<file path="src/rtl/ifu_fetch_if.sv">
// Fetch-unit bus bundle: memory request/response, decoder handshake, next-PC update.
interface ifu_fetch_if;
  logic        imem_req_valid;
  logic        imem_req_ready;
  logic [31:0] imem_req_addr;
  logic        imem_rsp_valid;
  logic [31:0] imem_rsp_data;
  logic        imem_rsp_err;
  logic        out_valid;
  logic        out_ready;
  logic [31:0] out_inst;
  logic [31:0] out_pc;
  logic        out_fault;
  logic        upd_valid;
  logic [31:0] upd_pc;
  logic        busy;

  modport master (
    output imem_req_valid, imem_req_addr, out_valid, out_inst, out_pc, out_fault, busy,
    input  imem_req_ready, imem_rsp_valid, imem_rsp_data, imem_rsp_err, out_ready,
           upd_valid, upd_pc
  );

  modport slave (
    input  imem_req_valid, imem_req_addr, out_valid, out_inst, out_pc, out_fault, busy,
    output imem_req_ready, imem_rsp_valid, imem_rsp_data, imem_rsp_err, out_ready,
           upd_valid, upd_pc
  );
endinterface

</file>
<file path="src/rtl/ifu_fetch.sv">
// Instruction fetch unit: one fetch in flight, waits for the executed next-PC before refetching.
module ifu_fetch #(
  parameter logic [31:0] RESET_PC = 32'h80000000,
  parameter int unsigned TIMEOUT  = 255
) (
  input  logic       clk,
  input  logic       reset,
  ifu_fetch_if.master bus
);

  localparam int unsigned CNT_W = 8;
  localparam logic [31:0] NOP   = 32'h00000013;

  localparam logic [1:0] REQ      = 2'd0;
  localparam logic [1:0] WAIT_RSP = 2'd1;
  localparam logic [1:0] HOLD     = 2'd2;
  localparam logic [1:0] WAIT_PC  = 2'd3;

  logic [1:0]       state_q, state_d;
  logic [31:0]      pc_q, pc_d;
  logic [CNT_W-1:0] cnt_q, cnt_d;
  logic [31:0]      inst_q, inst_d;
  logic [31:0]      opc_q, opc_d;
  logic             fault_q, fault_d;
  logic             req_valid_q, req_valid_d;
  logic             out_valid_q, out_valid_d;
  logic             busy_q, busy_d;

  assign bus.imem_req_valid = req_valid_q;
  assign bus.imem_req_addr  = pc_q;
  assign bus.out_valid      = out_valid_q;
  assign bus.out_inst       = inst_q;
  assign bus.out_pc         = opc_q;
  assign bus.out_fault      = fault_q;
  assign bus.busy           = busy_q;

  // State and output registers; reset lands in REQ with the request raised on the first edge.
  always_ff @(posedge clk or posedge reset) begin
    if (reset) begin
      state_q     <= REQ;
      pc_q        <= RESET_PC;
      cnt_q       <= '0;
      inst_q      <= '0;
      opc_q       <= '0;
      fault_q     <= 1'b0;
      req_valid_q <= 1'b0;
      out_valid_q <= 1'b0;
      busy_q      <= 1'b1;
    end else begin
      state_q     <= state_d;
      pc_q        <= pc_d;
      cnt_q       <= cnt_d;
      inst_q      <= inst_d;
      opc_q       <= opc_d;
      fault_q     <= fault_d;
      req_valid_q <= req_valid_d;
      out_valid_q <= out_valid_d;
      busy_q      <= busy_d;
    end
  end

  // Next-state and next-output logic; handshake flags are decoded from the next state.
  always_comb begin
    state_d = state_q;
    pc_d    = pc_q;
    cnt_d   = cnt_q;
    inst_d  = inst_q;
    opc_d   = opc_q;
    fault_d = fault_q;

    case (state_q)
      REQ: begin
        if (req_valid_q && bus.imem_req_ready) begin
          state_d = WAIT_RSP;
          cnt_d   = '0;
        end
      end
      WAIT_RSP: begin
        if (bus.imem_rsp_valid) begin
          inst_d  = bus.imem_rsp_err ? NOP : bus.imem_rsp_data;
          opc_d   = pc_q;
          fault_d = bus.imem_rsp_err;
          state_d = HOLD;
        end else if (cnt_q == CNT_W'(TIMEOUT - 1)) begin
          cnt_d   = cnt_q + CNT_W'(1);
          inst_d  = NOP;
          opc_d   = pc_q;
          fault_d = 1'b1;
          state_d = HOLD;
        end else begin
          cnt_d   = cnt_q + CNT_W'(1);
        end
      end
      HOLD: begin
        if (bus.out_ready) begin
          state_d = WAIT_PC;
        end
      end
      WAIT_PC: begin
        if (bus.upd_valid) begin
          pc_d = bus.upd_pc;
          if (bus.upd_pc[1:0] != 2'b00) begin
            // Misaligned target: fault straight to the decoder without touching the bus.
            inst_d  = NOP;
            opc_d   = bus.upd_pc;
            fault_d = 1'b1;
            state_d = HOLD;
          end else begin
            state_d = REQ;
          end
        end
      end
      default: state_d = REQ;
    endcase

    req_valid_d = (state_d == REQ);
    out_valid_d = (state_d == HOLD);
    busy_d      = (state_d != WAIT_PC);
  end

endmodule

</file>
<file path="src/flat_wrapper.sv">
// flat-port wrapper written by rule: the top's interface ports become plain ports
module ifu_fetch_flat 
#(
  parameter logic [31:0] RESET_PC = 32'h80000000,
  parameter int unsigned TIMEOUT  = 255
)
  (clk, reset, bus_imem_req_valid, bus_imem_req_addr, bus_out_valid, bus_out_inst, bus_out_pc, bus_out_fault, bus_busy, bus_imem_req_ready, bus_imem_rsp_valid, bus_imem_rsp_data, bus_imem_rsp_err, bus_out_ready, bus_upd_valid, bus_upd_pc);
  ifu_fetch_if bus_i ();
  input  logic clk;
  input  logic reset;
  output wire logic [$bits(bus_i.imem_req_valid)-1:0] bus_imem_req_valid;
  output wire logic [$bits(bus_i.imem_req_addr)-1:0] bus_imem_req_addr;
  output wire logic [$bits(bus_i.out_valid)-1:0] bus_out_valid;
  output wire logic [$bits(bus_i.out_inst)-1:0] bus_out_inst;
  output wire logic [$bits(bus_i.out_pc)-1:0] bus_out_pc;
  output wire logic [$bits(bus_i.out_fault)-1:0] bus_out_fault;
  output wire logic [$bits(bus_i.busy)-1:0] bus_busy;
  input wire logic [$bits(bus_i.imem_req_ready)-1:0] bus_imem_req_ready;
  input wire logic [$bits(bus_i.imem_rsp_valid)-1:0] bus_imem_rsp_valid;
  input wire logic [$bits(bus_i.imem_rsp_data)-1:0] bus_imem_rsp_data;
  input wire logic [$bits(bus_i.imem_rsp_err)-1:0] bus_imem_rsp_err;
  input wire logic [$bits(bus_i.out_ready)-1:0] bus_out_ready;
  input wire logic [$bits(bus_i.upd_valid)-1:0] bus_upd_valid;
  input wire logic [$bits(bus_i.upd_pc)-1:0] bus_upd_pc;
  assign bus_imem_req_valid = bus_i.imem_req_valid;
  assign bus_imem_req_addr = bus_i.imem_req_addr;
  assign bus_out_valid = bus_i.out_valid;
  assign bus_out_inst = bus_i.out_inst;
  assign bus_out_pc = bus_i.out_pc;
  assign bus_out_fault = bus_i.out_fault;
  assign bus_busy = bus_i.busy;
  assign bus_i.imem_req_ready = bus_imem_req_ready;
  assign bus_i.imem_rsp_valid = bus_imem_rsp_valid;
  assign bus_i.imem_rsp_data = bus_imem_rsp_data;
  assign bus_i.imem_rsp_err = bus_imem_rsp_err;
  assign bus_i.out_ready = bus_out_ready;
  assign bus_i.upd_valid = bus_upd_valid;
  assign bus_i.upd_pc = bus_upd_pc;
  ifu_fetch #(.RESET_PC(RESET_PC), .TIMEOUT(TIMEOUT)) u_core (.clk(clk), .reset(reset), .bus(bus_i));
endmodule
</file>
<file path="config.mk">
export PLATFORM = sky130hd
export DESIGN_NAME = ifu_fetch_flat
export DESIGN_NICKNAME = d
export VERILOG_FILES = /design/src/rtl/ifu_fetch_if.sv /design/src/rtl/ifu_fetch.sv /design/src/flat_wrapper.sv
export SDC_FILE = /design/constraint.sdc
export NUM_CORES = 1
export LEC_CHECK = 0
export ABC_AREA = 1
export BUFFER_PORTS_ARGS = -buffer_cell sky130_fd_sc_hd__buf_2
export CORE_ASPECT_RATIO = 1.75
export CORE_MARGIN = 10
export CORE_UTILIZATION = 51
export CTS_CLUSTER_DIAMETER = 40
export DETAILED_ROUTE_END_ITERATION = 6
export GPL_TIMING_DRIVEN = 0
export PLACE_DENSITY = 0.89
export REMOVE_ABC_BUFFERS = 1
export SYNTH_ARGS = -nofsm -noshare
export SYNTH_HDL_FRONTEND = slang
export SYNTH_SLANG_ARGS = --single-unit
export TNS_END_PERCENT = 30
</file>
<file path="constraint.sdc">
create_clock -name clk -period 4.8 [get_ports clk]
set_clock_uncertainty 0.2 [all_clocks]
set_input_delay 1.44 -clock clk [delete_from_list [all_inputs] [get_ports clk]]
set_output_delay 1.44 -clock clk [all_outputs]
set_load 0.1 [all_outputs]
</file>
# ---- After elaboration in Yosys (flattened, before gate mapping)
# Cells that the tools add are included.
dict set report word_totals {
  register_bits 110
  output_inout_bits 100
  input_bits 71
  wordCells 56
}
dict set report classes {
  addsub 1
  n_reduce_logical 9
  muxes 26
  eq_ne 11
}
# cell n
set op_table {}
lappend op_table {{$mux W32} 9}
lappend op_table {{$pmux W32 S2} 2}
lappend op_table {{$mux W8} 2}
lappend op_table {{$pmux W8 S2} 1}
lappend op_table {{$mux W2} 6}
lappend op_table {{$add A8 B1 Y8 const B} 1}
lappend op_table {{$eq A8 B8 Y1 const B} 1}
lappend op_table {{$pmux W2 S4} 1}
lappend op_table {{$eq A2 B2 Y1 const B} 3}
lappend op_table {{$ne A2 B2 Y1 const B} 3}
lappend op_table {{$reduce_bool A2 Y1} 3}
lappend op_table {{$logic_not A2 Y1} 2}
lappend op_table {{$mux W1} 4}
lappend op_table {{$ne A2 B1 Y1 const B} 2}
lappend op_table {{$reduce_and A4 Y1} 1}
lappend op_table {{$ne A3 B2 Y1 const B} 1}
lappend op_table {{$reduce_and A3 Y1} 1}
lappend op_table {{$eq A2 B1 Y1 const B} 1}
lappend op_table {{$pmux W1 S2} 1}
lappend op_table {{$reduce_and A2 Y1} 1}
lappend op_table {{$logic_and A1 B1 Y1} 1}

# ---- Longest topological paths before layout
dict set report logic_depth {
  word_depth 5
  depth_mapped 11
  mapped_depth_nobuf 9
}

# ---- Least setup slack after synthesis
# No wires, ideal clock.
dict set report synth_path {
  kind {in2reg}
  start {input bus_upd_valid}
  end {register u_core.inst_q[10], in the netlist u_core.bus.out_inst[10]}
  cell_stages 7
  required_ns 4.478
  n_path_buf 3
  t_arrival_ns 2.329
  setup_slack_ns 2.149
  setup_ns 0.122
  cell_sequence {inv_1 -> clkbuf_1 -> nand2_1 -> buf_2 -> buf_2 -> nand4_1 -> nand2_1}
}
dict set report synth_between {
  elab_chain_len 2
}
# item line_no
set synth_rtl {}
lappend synth_rtl {{start, declared} flat_wrapper.sv:23} ;# input wire logic [$bits(bus_i.upd_valid)-1:0] bus_upd_valid;
lappend synth_rtl {{$ne A2 B2 Y1 (no line)} --}
lappend synth_rtl {{$reduce_and A4 Y1 (no line)} --}
lappend synth_rtl {{end signal, assigned} ifu_fetch.sv:53} ;# inst_q <= inst_d;
lappend synth_rtl {{end, declared} ifu_fetch.sv:22} ;# logic [31:0] inst_q, inst_d;
# No other way between the ends.
# A chain may end at the register's enable or synchronous reset.

# ---- Final worst setup path
dict set report layout_path {
  start {register u_core.state_q[1]}
  end {register u_core.opc_q[12], in the netlist u_core.bus.out_pc[12]}
}
dict set report layout_between {
  elab_chain_len 3
  elab_cells_between_ends 8
  cone_classes {eq/ne: 5; mux: 1; reduce/logical: 2}
}
# item line_no
set layout_rtl {}
lappend layout_rtl {{start, declared} ifu_fetch.sv:19} ;# logic [1:0] state_q, state_d;
lappend layout_rtl {{start signal, assigned} ifu_fetch.sv:50} ;# state_q <= state_d;
lappend layout_rtl {{$eq A2 B1 Y1 / $eq A2 B2 Y1 (equally long branches)} ifu_fetch.sv:71} ;# case (state_q)
lappend layout_rtl {{$ne A3 B2 Y1 (no line) (tied with other cells)} --}
lappend layout_rtl {{$reduce_and A4 Y1 (no line)} --}
lappend layout_rtl {{end signal, assigned} ifu_fetch.sv:54} ;# opc_q <= opc_d;
lappend layout_rtl {{end, declared} ifu_fetch.sv:23} ;# logic [31:0] opc_q, opc_d;
# Several ways; a longest one is shown, not always the timed one.

==> flow_summary_export.csv <==
group,metric,value,unit
run_status,status,"finished clean",
floorplan,die-area,15000,um^2
synth,syn_avg_cell_area,7.88,um^2
route,wl_per_cell,16.1,um
sta,slew_headroom,11.1,%
route,dr.first_iter.drc_count,361,
sta,finalWorstSetupSlack,513,ps
finish,final_cell_mix,"nand2_1 (261), buf_2 (170), dfrtp_1 (108)",
finish,insertedDiodeCount,0,
clock_tree,cts-root-buf,"clkbuf_16",
finish,stdcell_count,935,
synth,synth-simple-area-share,31.9,%
clock_tree,postCtsResizedCells,0,
grt,grt.total_usage,19.2,%
floorplan,fp.coreArea,10200,um^2
finish,layout.nets,876,
sta,tns,0,ps
sta,tightest_slew,1330,ps
finish,syn2layout_area_growth,21.9,%
placed_design,placed_cells,919,
finish,layout_commonest_cell,"nand2_1",
clock_tree,cts_buffers,9,
clock_tree,cts_setup_buffers,0,
finish,drive_above_1_share,25.0,%
clock_tree,cts_tree,"built",
hold_path,hold_path.class,"reg -> reg",
floorplan,start_util,51.8,%
synth,muxShareOfSynthArea,0,%
grt,grt_pass1_vias,4833,
sta,rsz0062_at_grt,"false",
synth,synth_top_family_by_area,"simple AND/OR/NAND/NOR gates",
synth,syn_inst,669,
clock_tree,cts_buffer_depth,2,
synth,synth-xor-area-share,0,%
clock_tree,clock-sinks,110,
critical_path,worstPathArrival,4310,ps
critical_path,cp_max_fo,69,
sta,hold_viol,0,
run,maxCapViolCount,0,
synth,yosysUniqueCellTypes,24,
placed_design,hpwl,10.4,mm
floorplan,io_pins,171,
sta,setup_viol,0,
synth,ys_ff_latch,110,
route,drc,0,
clock_tree,clkTransAtPathRegs,70,ps
critical_path,endpoint_kind,"flip-flop",
clock_tree,ctsHoldBuffers,0,
synth,yosys_warnings,0,
synth,synth_compound_area_share,6.81,%
route,routed-via-count,5041,
sta,fmax,233,MHz
grt,grt_pass1_wl,24.3,mm
route,routed_wl,15.0,mm
sta,maxSlewViolCount,0,
floorplan,dieHeight,155,um
grt,gr-total-overflow,0,
route,drtAntennaViolNets,0,
floorplan,dieWidth,96.9,um
sta,period_share,89.3,%
clock_tree,htree_levels,3,
synth,yosysSeqAreaShare,52.3,%
placed_design,port_buffers,170,
placed_design,gp_congestion,0.808,
sta,fin_crit,4290,ps
placed_design,dp_slack,197,ps
critical_path,worstSetupPathType,"reg -> reg",
grt,grt_max_degree,70,
grt,antenna_found_initial,1,
critical_path,cp_data_required_time,4820,ps
synth,netlist_area,5270,um^2
clock_tree,insertion_delay,340,ps
synth,synthAdderAreaFrac,0.475,%
route,vias_per_cell,5.39,
floorplan,num_rows,49,
critical_path,crit_path_start_kind,"flip-flop",
route,dr.pass1.iters,4,
[critical path: stages, from the launching register on]
cell	delay, ps
dfrtp_1	490
nand2_2	880
inv_2	600
nand2_2	650
nand3_2	730
buf_12	450
nand2_1	80
nand2_1	60
[per-stage QoR]
stage               util (%)  cell area (um^2)  hold slack [ps]
floorplan                  -              4990              293
global placement        59.0              6000              248
detailed placement      60.0              6100              253
CTS                     63.2              6430              270
global route            63.2              6430              286
finish                  63.2              6430              266
[flip-flops by register name, indices dropped and copies added (netlist names), 2 cells and up]
register                  cells
u_core.bus.out_inst          32
u_core.state_q                2
u_core.cnt_q                  8
u_core.bus.out_pc            32
u_core.bus.imem_req_addr     32
[cell usage after synthesis]
cell | n | area (um^2)
a21oi_1 | 2 | 10.0
nand4_1 | 70 | 438
nand3_1 | 8 | 40.0
o21ai_0 | 68 | 340
clkbuf_1 | 20 | 75.1
nand3b_1 | 4 | 30.0
nor2_4 | 1 | 11.3
clkinv_1 | 1 | 3.75
nor2_1 | 40 | 150
nand2_2 | 2 | 12.5
inv_1 | 43 | 161
buf_2 | 15 | 75.1
inv_2 | 2 | 7.51
dfrtp_1 | 108 | 2700
buf_1 | 3 | 11.3
or2_2 | 1 | 6.26
buf_4 | 6 | 45.0
clkbuf_2 | 1 | 5.00
nand2_1 | 262 | 983
nand3_2 | 1 | 10.0
ha_1 | 2 | 25.0
buf_6 | 6 | 67.6
dfstp_2 | 2 | 52.6
a21oi_2 | 1 | 8.76
[cells by family (layout without fill, tap and decap cells)]
kind of cell / count (synthesis) / count (layout)
simple gates: 389 / 389
flops: 110 / 110
compound gates: 71 / 71
buf+inv: 97 / 236
fa+ha+maj: 2 / 2
[final timing paths]
| check | end | slack, ps | cells past startpoint | from |
|---|---|---|---|---|
| max | u_core.bus.out_pc[12] | 510 | 7 | u_core.state_q[1] |
| min | u_core.bus.out_pc[14] | 270 | 2 | u_core.bus.out_pc[14] |
| max reg2reg | u_core.bus.out_pc[12] | 510 | 7 | u_core.state_q[1] |
| min reg2reg | u_core.bus.out_pc[14] | 270 | 2 | u_core.bus.out_pc[14] |
| max in group asynchronous | u_core.bus.imem_req_addr[31] | 2640 | 3 | reset |
| min in group asynchronous | u_core.bus.out_inst[24] | 1010 | 2 | reset |
[final cells by class]
class | instances | area [um^2]
Fill cell | 919 | 3750
Multi-Input combinational cell | 462 | 2080
Clock buffer | 11 | 243
Clock inverter | 5 | 81.3
Tap cell | 127 | 159
Inverter | 46 | 175
Sequential cell | 110 | 2760
Timing Repair Buffer | 174 | 938
[per-layer routing]
metal  track usage [%]  part of all wire, %  vias to the layer above
li1                  -                    -                     2424
met1              21.3                   37                     2405
met2              34.2                   54                      184
met3              4.59                  6.1                       26
met4              7.69                  2.6                        2
met5                 0                 0.11                        -
Power is left out: the tool's default activity adds up to more than one toggle a clock period on the data nets, which glitch-free logic cannot reach.
